===== config.mk =====
export PLATFORM = sky130hd
export DESIGN_NAME = mem_arbiter_rr
export DESIGN_NICKNAME = d
export VERILOG_FILES = /design/src/rtl/arb_pkg.sv /design/src/rtl/rr_pick.sv /design/src/rtl/mem_arbiter_rr.sv
export SDC_FILE = /design/constraint.sdc
export NUM_CORES = 1
export LEC_CHECK = 0
export BUFFER_PORTS_ARGS = -buffer_cell sky130_fd_sc_hd__buf_2
export CAP_MARGIN = 20
export CORE_AREA = 2 2 196 198
export DETAILED_ROUTE_END_ITERATION = 7
export DIE_AREA = 0 0 198 200
export PLACE_DENSITY_LB_ADDON = 0.05
export SLEW_MARGIN = 25
export SYNTH_ARGS = -nofsm -noshare
export SYNTH_HDL_FRONTEND = slang
export SYNTH_HIERARCHICAL = 1
export SYNTH_SLANG_ARGS = --single-unit

===== constraint.sdc =====
create_clock -name clk -period 2 [get_ports clk]
set_clock_uncertainty 0.1 [all_clocks]
set_input_delay 0.4 -clock clk [delete_from_list [all_inputs] [get_ports clk]]
set_output_delay 0.4 -clock clk [all_outputs]
set_load 0.03 [all_outputs]

===== src/rtl/arb_pkg.sv =====
// arb_pkg: shared types and helpers for the round-robin memory arbiter.
package arb_pkg;
  typedef enum logic {IDLE, OWN} state_t;
  // Index width that stays legal (>=1 bit) even for single-entry vectors.
  function automatic int clog2_min1(input int n);
    return (n <= 2) ? 1 : $clog2(n);
  endfunction
  localparam int MAX_CORES = 8;
  localparam int ID_W = clog2_min1(MAX_CORES);
endpackage


===== src/rtl/rr_pick.sv =====
// rr_pick: first set request at or after start, searching upward with wrap-around.
module rr_pick #(
  parameter int N = 4,
  parameter int W = 2
) (
  input  logic [N-1:0] req,
  input  logic [W-1:0] start,
  output logic         found,
  output logic [W-1:0] idx
);
  int k;
  // Walk offsets from farthest to nearest so the nearest hit is the last one written.
  always_comb begin
    found = |req;
    idx = '0;
    k = 0;
    for (int i = N - 1; i >= 0; i--) begin
      k = (int'(start) + i) % N;
      if (req[W'(k)]) idx = W'(k);
    end
  end
endmodule


===== src/rtl/mem_arbiter_rr.sv =====
// mem_arbiter_rr: round-robin N-core arbiter onto one data memory port with
// a hold cap and tag-routed read return across the RAM read latency.
module mem_arbiter_rr
  import arb_pkg::*;
#(
  parameter int NUM_CORES = 4,
  parameter int ADDR_W = 32,
  parameter int DATA_W = 32,
  parameter int MAX_HOLD = 8,
  parameter int RD_LAT = 0,
  localparam int IW = clog2_min1(NUM_CORES)
) (
  input  logic                        clk,
  input  logic                        rst,
  input  logic [NUM_CORES-1:0]        core_req,
  input  logic [NUM_CORES*ADDR_W-1:0] core_addr,
  input  logic [NUM_CORES*DATA_W-1:0] core_wdata,
  input  logic [NUM_CORES-1:0]        core_memwrite,
  input  logic [NUM_CORES-1:0]        core_memread,
  output logic [NUM_CORES-1:0]        core_grant,
  output logic [NUM_CORES*DATA_W-1:0] core_rdata,
  output logic [NUM_CORES-1:0]        core_rvalid,
  output logic [ADDR_W-1:0]           ram_addr,
  output logic [DATA_W-1:0]           ram_wdata,
  output logic                        ram_memwrite,
  output logic                        ram_memread,
  input  logic [DATA_W-1:0]           ram_rdata,
  output logic [IW-1:0]               owner_id,
  output logic                        busy
);
  localparam int HW = clog2_min1(MAX_HOLD);
  state_t r_state, w_state;
  logic [IW-1:0] r_owner, w_owner, r_ptr, w_ptr, w_pick, w_a_idx, w_b_idx, w_tid;
  logic [HW-1:0] r_hold, w_hold;
  logic [NUM_CORES-1:0] w_own_oh;
  logic w_a_found, w_b_found, w_own_req, w_new, w_tv;
  assign w_own_oh = NUM_CORES'(1) << r_owner;
  assign w_own_req = core_req[r_owner];
  assign busy = r_state == OWN;
  assign owner_id = r_owner;
  assign core_grant = busy ? w_own_oh : '0;
  rr_pick #(.N(NUM_CORES), .W(IW)) u_pick_any (
    .req(core_req), .start(r_ptr), .found(w_a_found), .idx(w_a_idx)
  );
  // Forced rotation must skip the current owner even though it is still requesting.
  rr_pick #(.N(NUM_CORES), .W(IW)) u_pick_rot (
    .req(core_req & ~w_own_oh), .start(r_ptr), .found(w_b_found), .idx(w_b_idx)
  );
  always_comb begin
    w_state = r_state;
    w_owner = r_owner;
    w_hold = r_hold;
    w_ptr = r_ptr;
    w_new = 1'b0;
    w_pick = w_a_idx;
    if (r_state == IDLE || !w_own_req) begin
      w_state = w_a_found ? OWN : IDLE;
      w_new = w_a_found;
    end else if (r_hold == HW'(MAX_HOLD - 1) && w_b_found) begin
      w_new = 1'b1;
      w_pick = w_b_idx;
    end else begin
      w_hold = (r_hold == HW'(MAX_HOLD - 1)) ? r_hold : r_hold + 1'b1;
    end
    if (w_new) begin
      w_owner = w_pick;
      w_hold = '0;
      w_ptr = (w_pick == IW'(NUM_CORES - 1)) ? '0 : w_pick + 1'b1;
    end
  end
  always_ff @(posedge clk or negedge rst) begin
    if (!rst) begin
      r_state <= IDLE;
      r_owner <= '0;
      r_hold <= '0;
      r_ptr <= '0;
    end else begin
      r_state <= w_state;
      r_owner <= w_owner;
      r_hold <= w_hold;
      r_ptr <= w_ptr;
    end
  end
  always_comb begin
    ram_addr = '0;
    ram_wdata = '0;
    ram_memwrite = 1'b0;
    ram_memread = 1'b0;
    for (int i = 0; i < NUM_CORES; i++) begin
      if (busy && r_owner == IW'(i)) begin
        ram_addr = core_addr[i*ADDR_W +: ADDR_W];
        ram_wdata = core_wdata[i*DATA_W +: DATA_W];
        ram_memwrite = core_req[i] & core_memwrite[i];
        ram_memread = core_req[i] & core_memread[i];
      end
    end
  end
  generate
    if (RD_LAT == 0) begin : g_comb
      assign w_tv = ram_memread;
      assign w_tid = r_owner;
    end else begin : g_pipe
      logic [RD_LAT-1:0] r_tv;
      logic [RD_LAT-1:0][IW-1:0] r_tid;
      always_ff @(posedge clk or negedge rst) begin
        if (!rst) begin
          r_tv <= '0;
          r_tid <= '0;
        end else begin
          r_tv[0] <= ram_memread;
          r_tid[0] <= r_owner;
          for (int i = 1; i < RD_LAT; i++) begin
            r_tv[i] <= r_tv[i-1];
            r_tid[i] <= r_tid[i-1];
          end
        end
      end
      assign w_tv = r_tv[RD_LAT-1];
      assign w_tid = r_tid[RD_LAT-1];
    end
  endgenerate
  // Return is steered by the tag, not the live owner, so late data follows its requester.
  always_comb begin
    core_rvalid = '0;
    core_rdata = '0;
    for (int i = 0; i < NUM_CORES; i++) begin
      if (w_tv && w_tid == IW'(i)) begin
        core_rvalid[i] = 1'b1;
        core_rdata[i*DATA_W +: DATA_W] = ram_rdata;
      end
    end
  end
endmodule

After elaboration in Yosys (flattened, before gate mapping)
Cells that the tools add are included.
{"block": "word_totals", "output_inout_bits": 205, "input_bits": 302, "ff_bits": 8, "wordCells": 118}
{"block": "classes", "mux": 69, "shifts": 1, "addsub": 5, "n_lt_le_gt_ge": 5, "reduce_logical": 15, "n_eq_ne": 8, "bitwise_logic": 11}
{"op": "2-to-1 mux 32 bit", "n": 12}
{"op": "2-to-1 mux 1 bit", "n": 32}
{"op": "2-to-1 mux 2 bit", "n": 11}
{"op": "binary-select mux 1 bit (select 2 bit)", "n": 9}
{"op": "< comparator 2 x 4 -> 1 bit, second input constant", "n": 4}
{"op": "2-to-1 mux 3 bit", "n": 4}
{"op": "logical AND 1 bit", "n": 9}
{"op": "bitwise AND 1 bit", "n": 8}
{"op": "OR reduction 4 bit", "n": 2}
{"op": "== test 2 bit, second input constant", "n": 3}
{"op": "!= test 2 bit, second input constant", "n": 3}
{"op": "adder 2 x 1 -> 2 bit, second input constant", "n": 2}
{"op": "adder 2 bit, second input constant", "n": 2}
{"op": "bitwise AND 4 bit", "n": 1}
{"op": "2-to-1 mux 4 bit", "n": 1}
{"op": "inverter 4 bit", "n": 1}
{"op": "<< shifter 1 x 2 -> 4 bit, first input constant", "n": 1}
{"op": "adder 3 x 1 -> 3 bit, second input constant", "n": 1}
{"op": "== test 3 bit, second input constant", "n": 1}
{"op": "< comparator 2 x 3 -> 1 bit, second input constant", "n": 1}
{"op": "AND reduction 3 bit", "n": 1}
{"op": "== test 2 x 1 -> 1 bit, second input constant", "n": 1}
{"op": "logical NOT 2 bit", "n": 1}
{"op": "logical NOT 1 bit", "n": 1}
{"op": "other kinds (2)", "n": 2}

Depth between registers and ports, before layout
Gate-level depths: netlist of run 1.
{"block": "depth", "depth_word": 14, "depth_mapped": 9, "ltp_nobuf": 8}

Hierarchy
The synthesis of run 1 kept the hierarchy.
{"mod": "mem_arbiter_rr", "instances": 1, "cells_per_inst": 369, "seq_area_each_um2": 200.2, "area_each_um2": 3408.3}
{"mod": "rr_pick", "instances": 2, "cells_per_inst": 13, "seq_area_each_um2": 0.0, "area_each_um2": 77.6}

Worst setup path before layout of run 1
Ideal clock, no wire load.
{"block": "synth_path", "path_type": "reg-to-output", "from": "register r_state (netlist: busy)", "to": "output port core_rdata[119]", "slack_ps": -462, "n_path_buf": 2, "t_required_ps": 1500, "stages_incl_launch_ff": 7, "arrival_time_ps": 1962, "path_cell_list": "dfrtp_1 nand2_2 nor2_4 and3_1 buf_2 buf_2 and2_1"}
{"block": "synth_via", "elab_chain_cells": 7, "elab_cells_between_ends": 10, "classes_between": "5 x mux; 5 x reduce/logical"}
{"element": "start: declaration", "line": "mem_arbiter_rr.sv:32", "rtl": "state_t r_state, w_state;"}
{"element": "start signal: assignment", "line": "mem_arbiter_rr.sv:78", "rtl": "r_state <= w_state;"}
{"element": "logical AND 1 bit", "line": "mem_arbiter_rr.sv:90", "rtl": "if (busy && r_owner == IW'(i)) begin"}
{"element": "2-to-1 mux 1 bit (3 in series)", "line": "mem_arbiter_rr.sv:90"}
{"element": "2-to-1 mux 1 bit (*)", "line": "mem_arbiter_rr.sv:90"}
{"element": "logical AND 1 bit (*)", "line": "mem_arbiter_rr.sv:127", "rtl": "if (w_tv && w_tid == IW'(i)) begin"}
{"element": "2-to-1 mux 32 bit (*)", "line": "mem_arbiter_rr.sv:127"}
{"element": "end: declaration", "line": "mem_arbiter_rr.sv:21", "rtl": "output logic [NUM_CORES*DATA_W-1:0] core_rdata,"}
Mark *: on every way between the ends. The rest lies on a longest branch, timed or not.

Final worst setup path of run 1
{"block": "layout_path", "from": "register r_owner[0] (netlist: owner_id[0])", "to": "output port ram_addr[8]"}
{"block": "layout_via", "elab_chain_cells": 6, "elab_cells_between_ends": 12, "classes_between": "3 x eq/ne; 4 x mux; 5 x reduce/logical"}
{"element": "start: declaration", "line": "mem_arbiter_rr.sv:33", "rtl": "logic [IW-1:0] r_owner, w_owner, r_ptr, w_ptr, w_pick, w_a_idx, w_b_idx, w_tid;"}
{"element": "start signal: assignment", "line": "mem_arbiter_rr.sv:79", "rtl": "r_owner <= w_owner;"}
{"element": "logical NOT 2 bit", "line": "mem_arbiter_rr.sv:90"}
{"element": "logical AND 1 bit", "line": "mem_arbiter_rr.sv:90"}
{"element": "2-to-1 mux 32 bit (3 in series)", "line": "mem_arbiter_rr.sv:90"}
{"element": "2-to-1 mux 32 bit (*)", "line": "mem_arbiter_rr.sv:90"}
{"element": "end: declaration", "line": "mem_arbiter_rr.sv:23", "rtl": "output logic [ADDR_W-1:0] ram_addr,"}
Marked as above.

==> flow_metrics.py, run 1 <==
metrics = {
    "outcome": {
        "outcome": "finished with violations",
        "violations": "negative setup slack",
    },
    "logic_synthesis": {
        "synth_adder_area_share": 0.00702,
        "synth_area_leaders": "mux4_2 (36%), and2_1 (33%), dfrtp_1 (5.6%)",
        "synth-seq-cells": 8,
        "synth_area_um2": 3560,
        "syn_inst": 395,
        "synth_warnings": 6,
        "synth_cell_types": 45,
        "muxShareOfSynthArea": 0.381,
        "yosysTopAreaCell": "mux4_2",
        "syn_nets": 699,
        "synth_top_area_share": 0.360,
        "synth_simple_gate_area_frac": 0.403,
        "synth-xor-area-share": 0.00492,
        "synth_area_per_cell_um2": 9.02,
        "synth_enable_flop_cells": 0,
        "synth_top_family_by_area": "simple AND/OR/NAND/NOR gates",
        "async_flop_share": 1.00,
        "ys.flop_type": "dfrtp_1",
        "synth-compound-area-share": 0.0888,
        "synth.yosys.seq_area_share": 0.0562,
    },
    "finish": {
        "multi_input_area_um2": 3680,
        "syn2layout_area_growth_pct": 162,
        "fin_area_um2": 9340,
        "most-common-layout-cells": "buf_2 (339), buf_6 (161), and2_4 (147)",
        "final_nets": 1264,
        "final_common_cell": "buf_2",
        "layout-drive-gt1-share": 0.906,
        "seq_area_um2": 206,
        "instances_no_fill": 1474,
        "nFillCells": 4130,
    },
    "floorplan": {
        "die_x_um": 198,
        "fp.coreArea_um2": 37400,
        "fp.dieH_um": 200,
        "floorplan.initialDensity": 0.0953,
        "io_pins": 507,
        "dieArea_um2": 39600,
        "rows": 71,
    },
    "worst_setup_path": {
        "crit_type": "reg2out",
        "endpoint_kind": "output pin",
        "critPathLaunchType": "flop",
        "crit_arrival_ns": 1.87,
        "critPathMaxFanout": 12,
        "required_ns": 1.50,
    },
    "grt": {
        "first_global_vias": 5390,
        "grt_pass1_wl_um": 36900,
        "grt_max_degree": 59,
        "antenna_found_initial": 4,
        "grt-ovfl-total": 0,
        "grt_usage": 0.126,
    },
    "cts": {
        "clk_pin_slew_ns": 0.04,
        "cts_buffer_depth": 2,
        "cts_tree": "yes",
        "cts_buffers": 3,
        "cts_root_buffer": "clkbuf_16",
        "clock_sinks": 8,
        "clkLatencyLatePin_ns": 0.23,
        "htree_levels": 1,
    },
    "drt": {
        "drt_iter0_drc": 130,
        "ant_nets": 0,
        "vias_per_cell": 3.64,
        "dr_total_vias": 5371,
        "firstDrtPassIters": 4,
        "routed_wl_um": 28100,
        "drc": 0,
        "wl_per_cell_um": 19.1,
    },
    "power": {
        "ir_worst_vdd_uv": 314,
        "powerDensity_nw_per_um2": 1200,
        "leakagePower_nw": 4.59,
    },
    "timing": {
        "fmax_mhz": 422,
        "drv_slew": 0,
        "setup_ws_ns": -0.371,
        "finalSetupTns_ns": -61.84,
        "hold_viol": 0,
        "tightestPinTransition_ns": 0.416,
        "min_period_over_period": 1.19,
        "period_needed_ns": 2.37,
        "rsz0062_at_grt": "true",
        "relSlewSlack": 0.723,
        "setup_viol": 209,
    },
    "worst_hold_path": {
        "hold_class": "reg2reg",
    },
    "placement": {
        "place.gp.congestion": 0.831,
        "dp.cells": 1433,
        "dp_hpwl_um": 22700,
        "portBuffers": 506,
        "preCtsSetupSlack_ns": -0.219,
        "post_dp_cell_area_um2": 7580,
    },
    "flow_run": {
        "drv_cap": 0,
    },
}
worst max-delay path: stages (launching register included):
cell	delay, ns
dfrtp_4	0.45
buf_12	0.17
buf_12	0.15
mux4_2	0.52
and2_4	0.17
buf_2	0.17
worst paths after layout:
check                            start     endpoint  slack [ns]  depth (start not counted)
min                          r_hold[1]    r_hold[1]        0.41                          1
max                        owner_id[0]  ram_addr[8]       -0.37                          5
max reg2reg                owner_id[0]  owner_id[0]       -0.18                         11
min in group asynchronous          rst     r_ptr[1]        0.46                          2
min reg2reg                  r_hold[1]    r_hold[1]        0.41                          1
max in group asynchronous          rst  owner_id[0]        1.12                          2
cells in the mapped netlist (3+ instances only):
cell,number
inv_1,6
mux2i_1,5
mux4_2,57
a21oi_1,3
buf_6,4
buf_2,13
nor2_1,12
nand2_1,16
and2_1,188
a22oi_1,15
dfrtp_1,8
buf_1,3
clkbuf_1,12
nand2b_1,7
metal layers:
layer | vias up | GRT usage | routed length, um
met5 | - | 0 | 0
li1 | 2559 | - | -
met1 | 2627 | 0.144 | 10600
met4 | 0 | 0.0134 | 159
met2 | 177 | 0.257 | 16200
met3 | 8 | 0.0143 | 1250
cells by family (layout without fill, tap and decap cells):
logic type | count (synthesis) | in the layout
AO/OA/AOI/OAI | 39 | 39
XOR/XNOR | 2 | 2
adder cells (fa/ha/maj) | 2 | 2
buffers and inverters | 42 | 606
flip-flops | 8 | 8
multiplexers | 64 | 64
other | 0 | 4
AND/OR/NAND/NOR | 238 | 238
what timing repair did:
item,in CTS,in global routing
setup buffers,6,13
setup endpoints to repair,207,209
cloned,5,10
resized for setup,217,194
hold buffers,1,0
endpoints found under the hold margin,8,0
pin swaps,3,54
sequential cells by signal, indices dropped and copies added (netlist names):
signal	flops
r_hold	3
owner_id	2
busy	1
r_ptr	2
power by group:
part           internal, mW  leakage, nW  switching [mW]  total (mW)
clock network         0.266       0.0382          0.0858       0.352
logic                  5.28         4.46            5.17        10.5
registers             0.235       0.0917           0.125       0.360
area by class of cell:
type,count,share of cell area
flip-flops and latches,8,0.0221
clock buffers,4,0.00844
repair buffers,595,0.502
diodes,4,0.00107
inverters,7,0.00362
well taps,511,0.0685
multi-input cells,345,0.394
metrics by stage:
step	hold slack [ns]	util	total power [mW]
finish	0.410	0.250	11.2
global route	0.447	0.250	11.8
CTS	0.407	0.227	10.7
detailed placement	0.180	0.203	9.30
global placement	0.180	0.203	9.39
floorplan	0.00441	-	6.60
Note: power is estimated with default switching activity, not from simulation.
==> inputs of run 2 (changes only) <==
- PLACE_DENSITY_LB_ADDON: 0.05 -> unset
==> run 2 against run 1 <==
Against the previous run: the run still ends with negative setup slack left; flip-flop and latch count unchanged; non-clock buffer count fell by 20; maximum frequency down 0.25%; hold slack got worse by 0.0079 ns; highest routed layer unchanged.
==> flow_metrics.py, run 2 (synthesis results as in run 1) <==
metrics = {
    "power": {
        "power.internal_mw": 5.13,
        "ir_worst_vdd_uv": 812,
        "seq_power_share": 0.034,
        "p_clk_frac": 0.033,
        "leakagePower_nw": 4.31,
        "powerDensity_nw_per_um2": 1220,
        "switching_power_mw": 5.15,
        "p_sw_frac": 0.501,
        "combinationalPowerShare": 0.933,
    },
    "worst_setup_path": {
        "critPathMaxFanout": 12,
        "endpoint_kind": "output pin",
        "crit_type": "reg2out",
        "crit_arrival_ns": 1.88,
        "required_ns": 1.50,
        "critPathLaunchType": "flop",
    },
    "finish": {
        "final_common_cell": "buf_2",
        "syn2layout_area_growth_pct": 136,
        "most-common-layout-cells": "buf_2 (381), and2_4 (131), buf_4 (112)",
        "diodes": 0,
        "final_nets": 1244,
        "layout-drive-gt1-share": 0.896,
        "largest_reg_flops": 3,
        "top_register": "r_hold",
        "nFillCells": 4029,
        "final_core_util": 0.225,
    },
    "drt": {
        "ant_nets": 0,
        "drc": 0,
        "routed_wl_um": 24100,
        "vias_per_cell": 3.78,
        "drt_iter0_drc": 298,
        "wl_per_cell_um": 16.6,
        "dr_total_vias": 5485,
        "firstDrtPassIters": 5,
    },
    "floorplan": {
        "io_pins": 507,
        "die_x_um": 198,
        "dieArea_um2": 39600,
        "fp.coreArea_um2": 37400,
        "rows": 71,
        "fp.dieH_um": 200,
        "floorplan.initialDensity": 0.0953,
    },
    "placement": {
        "preCtsSetupSlack_ns": -0.192,
        "place.gp.congestion": 0.998,
        "portBuffers": 506,
        "dp_hpwl_um": 19700,
    },
    "cts": {
        "cts_buffers": 3,
        "cts_tree": "yes",
        "cts_root_buffer": "clkbuf_16",
        "htree_levels": 1,
        "clk_pin_slew_ns": 0.04,
        "cts_buffer_depth": 2,
        "clock_sinks": 8,
        "clkLatencyLatePin_ns": 0.23,
    },
    "flow_run": {
        "drv_cap": 0,
    },
    "grt": {
        "grt-ovfl-total": 0,
        "grt_pass1_wl_um": 30800,
        "first_global_vias": 5202,
        "antenna_found_initial": 1,
        "grt_usage": 0.101,
        "grt_max_degree": 51,
    },
    "timing": {
        "hold_viol": 0,
        "min_period_over_period": 1.19,
        "relSlewSlack": 0.629,
        "whs_ns": 0.402,
        "period_needed_ns": 2.38,
        "setup_ws_ns": -0.377,
        "setup_viol": 204,
        "fmax_mhz": 421,
        "drv_slew": 0,
        "rsz0062_at_grt": "true",
        "tightestPinTransition_ns": 0.556,
    },
    "worst_hold_path": {
        "hold_class": "reg2reg",
    },
    "outcome": {
        "outcome": "finished with violations",
        "violations": "negative setup slack",
    },
}
[run 2: cell count changes in the layout (fill, tap and decap cells not counted), moves of 3 or more]
cell	change
buf_2	+42
and2_2	+12
clkbuf_4	+5
buf_6	-103
buf_4	+50
diode_2	-4
and2_4	-16
and2_1	+4
buf_8	-3
buf_16	-4
clkbuf_16	-5
[run 2: area by class of cell]
cell class / instances / area, um2 / share of cell area
Timing Repair Buffer: 575 / 3820 / 0.455
Sequential cell: 8 / 206 / 0.0245
Tap cell: 511 / 639 / 0.0760
Multi-Input combinational cell: 345 / 3630 / 0.432
Clock buffer: 4 / 78.8 / 0.00937
Inverter: 7 / 28.8 / 0.00342
[run 2: critical path, cell delays in order, from the launching register on]
cell	delay (ns)
dfrtp_4	0.41
buf_12	0.16
buf_4	0.17
mux4_2	0.53
and2_4	0.17
buf_2	0.17
[run 2: worst paths after layout]
kind	startpoint	endpoint	slack [ns]	cells after the start
min in group asynchronous	rst	r_hold[2]	0.44	2
max in group asynchronous	rst	owner_id[0]	1.17	2
max reg2reg	owner_id[0]	owner_id[0]	-0.13	8
max	owner_id[0]	ram_addr[6]	-0.38	5
min reg2reg	r_hold[1]	r_hold[1]	0.40	1
min	r_hold[1]	r_hold[1]	0.40	1
[run 2: power by group through the flow]
stage	Sequential, mW	Clock (mW)	Combinational [mW]
floorplan	0.348	0	6.25
global placement	0.344	0	8.79
detailed placement	0.347	0	8.85
CTS	0.346	0.351	9.38
global route	0.360	0.362	10.1
finish	0.345	0.342	9.60
[run 2: timing repair]
action | 4_1_cts | 5_1_grt
endpoints found under the setup margin | 205 | 210
endpoints found under the hold margin | 8 | 0
cloned | 1 | 5
hold buffers | 1 | 0
buffers inserted | 0 | 3
gates resized for setup | 136 | 76
pin swaps | 1 | 4
[run 2: metal layers]
metal | track usage | routed length, um | up-vias
li1 | - | - | 2506
met1 | 0.133 | 10300 | 2739
met2 | 0.183 | 12500 | 232
met3 | 0.0123 | 1310 | 8
met4 | 0.00696 | 42 | 0
met5 | 0 | 0 | -
[run 2: per-stage QoR]
stage	area, um2	total power, mW	cells	TNS, ns
after floorplan	4140	6.60	395	-15.95
after global placement	7580	9.13	1436	-17.24
after detailed placement	7580	9.19	1436	-19.50
after CTS	8060	10.1	1442	-63.08
after global routing	8410	10.9	1450	-74.79
final	8410	10.3	1450	-62.75
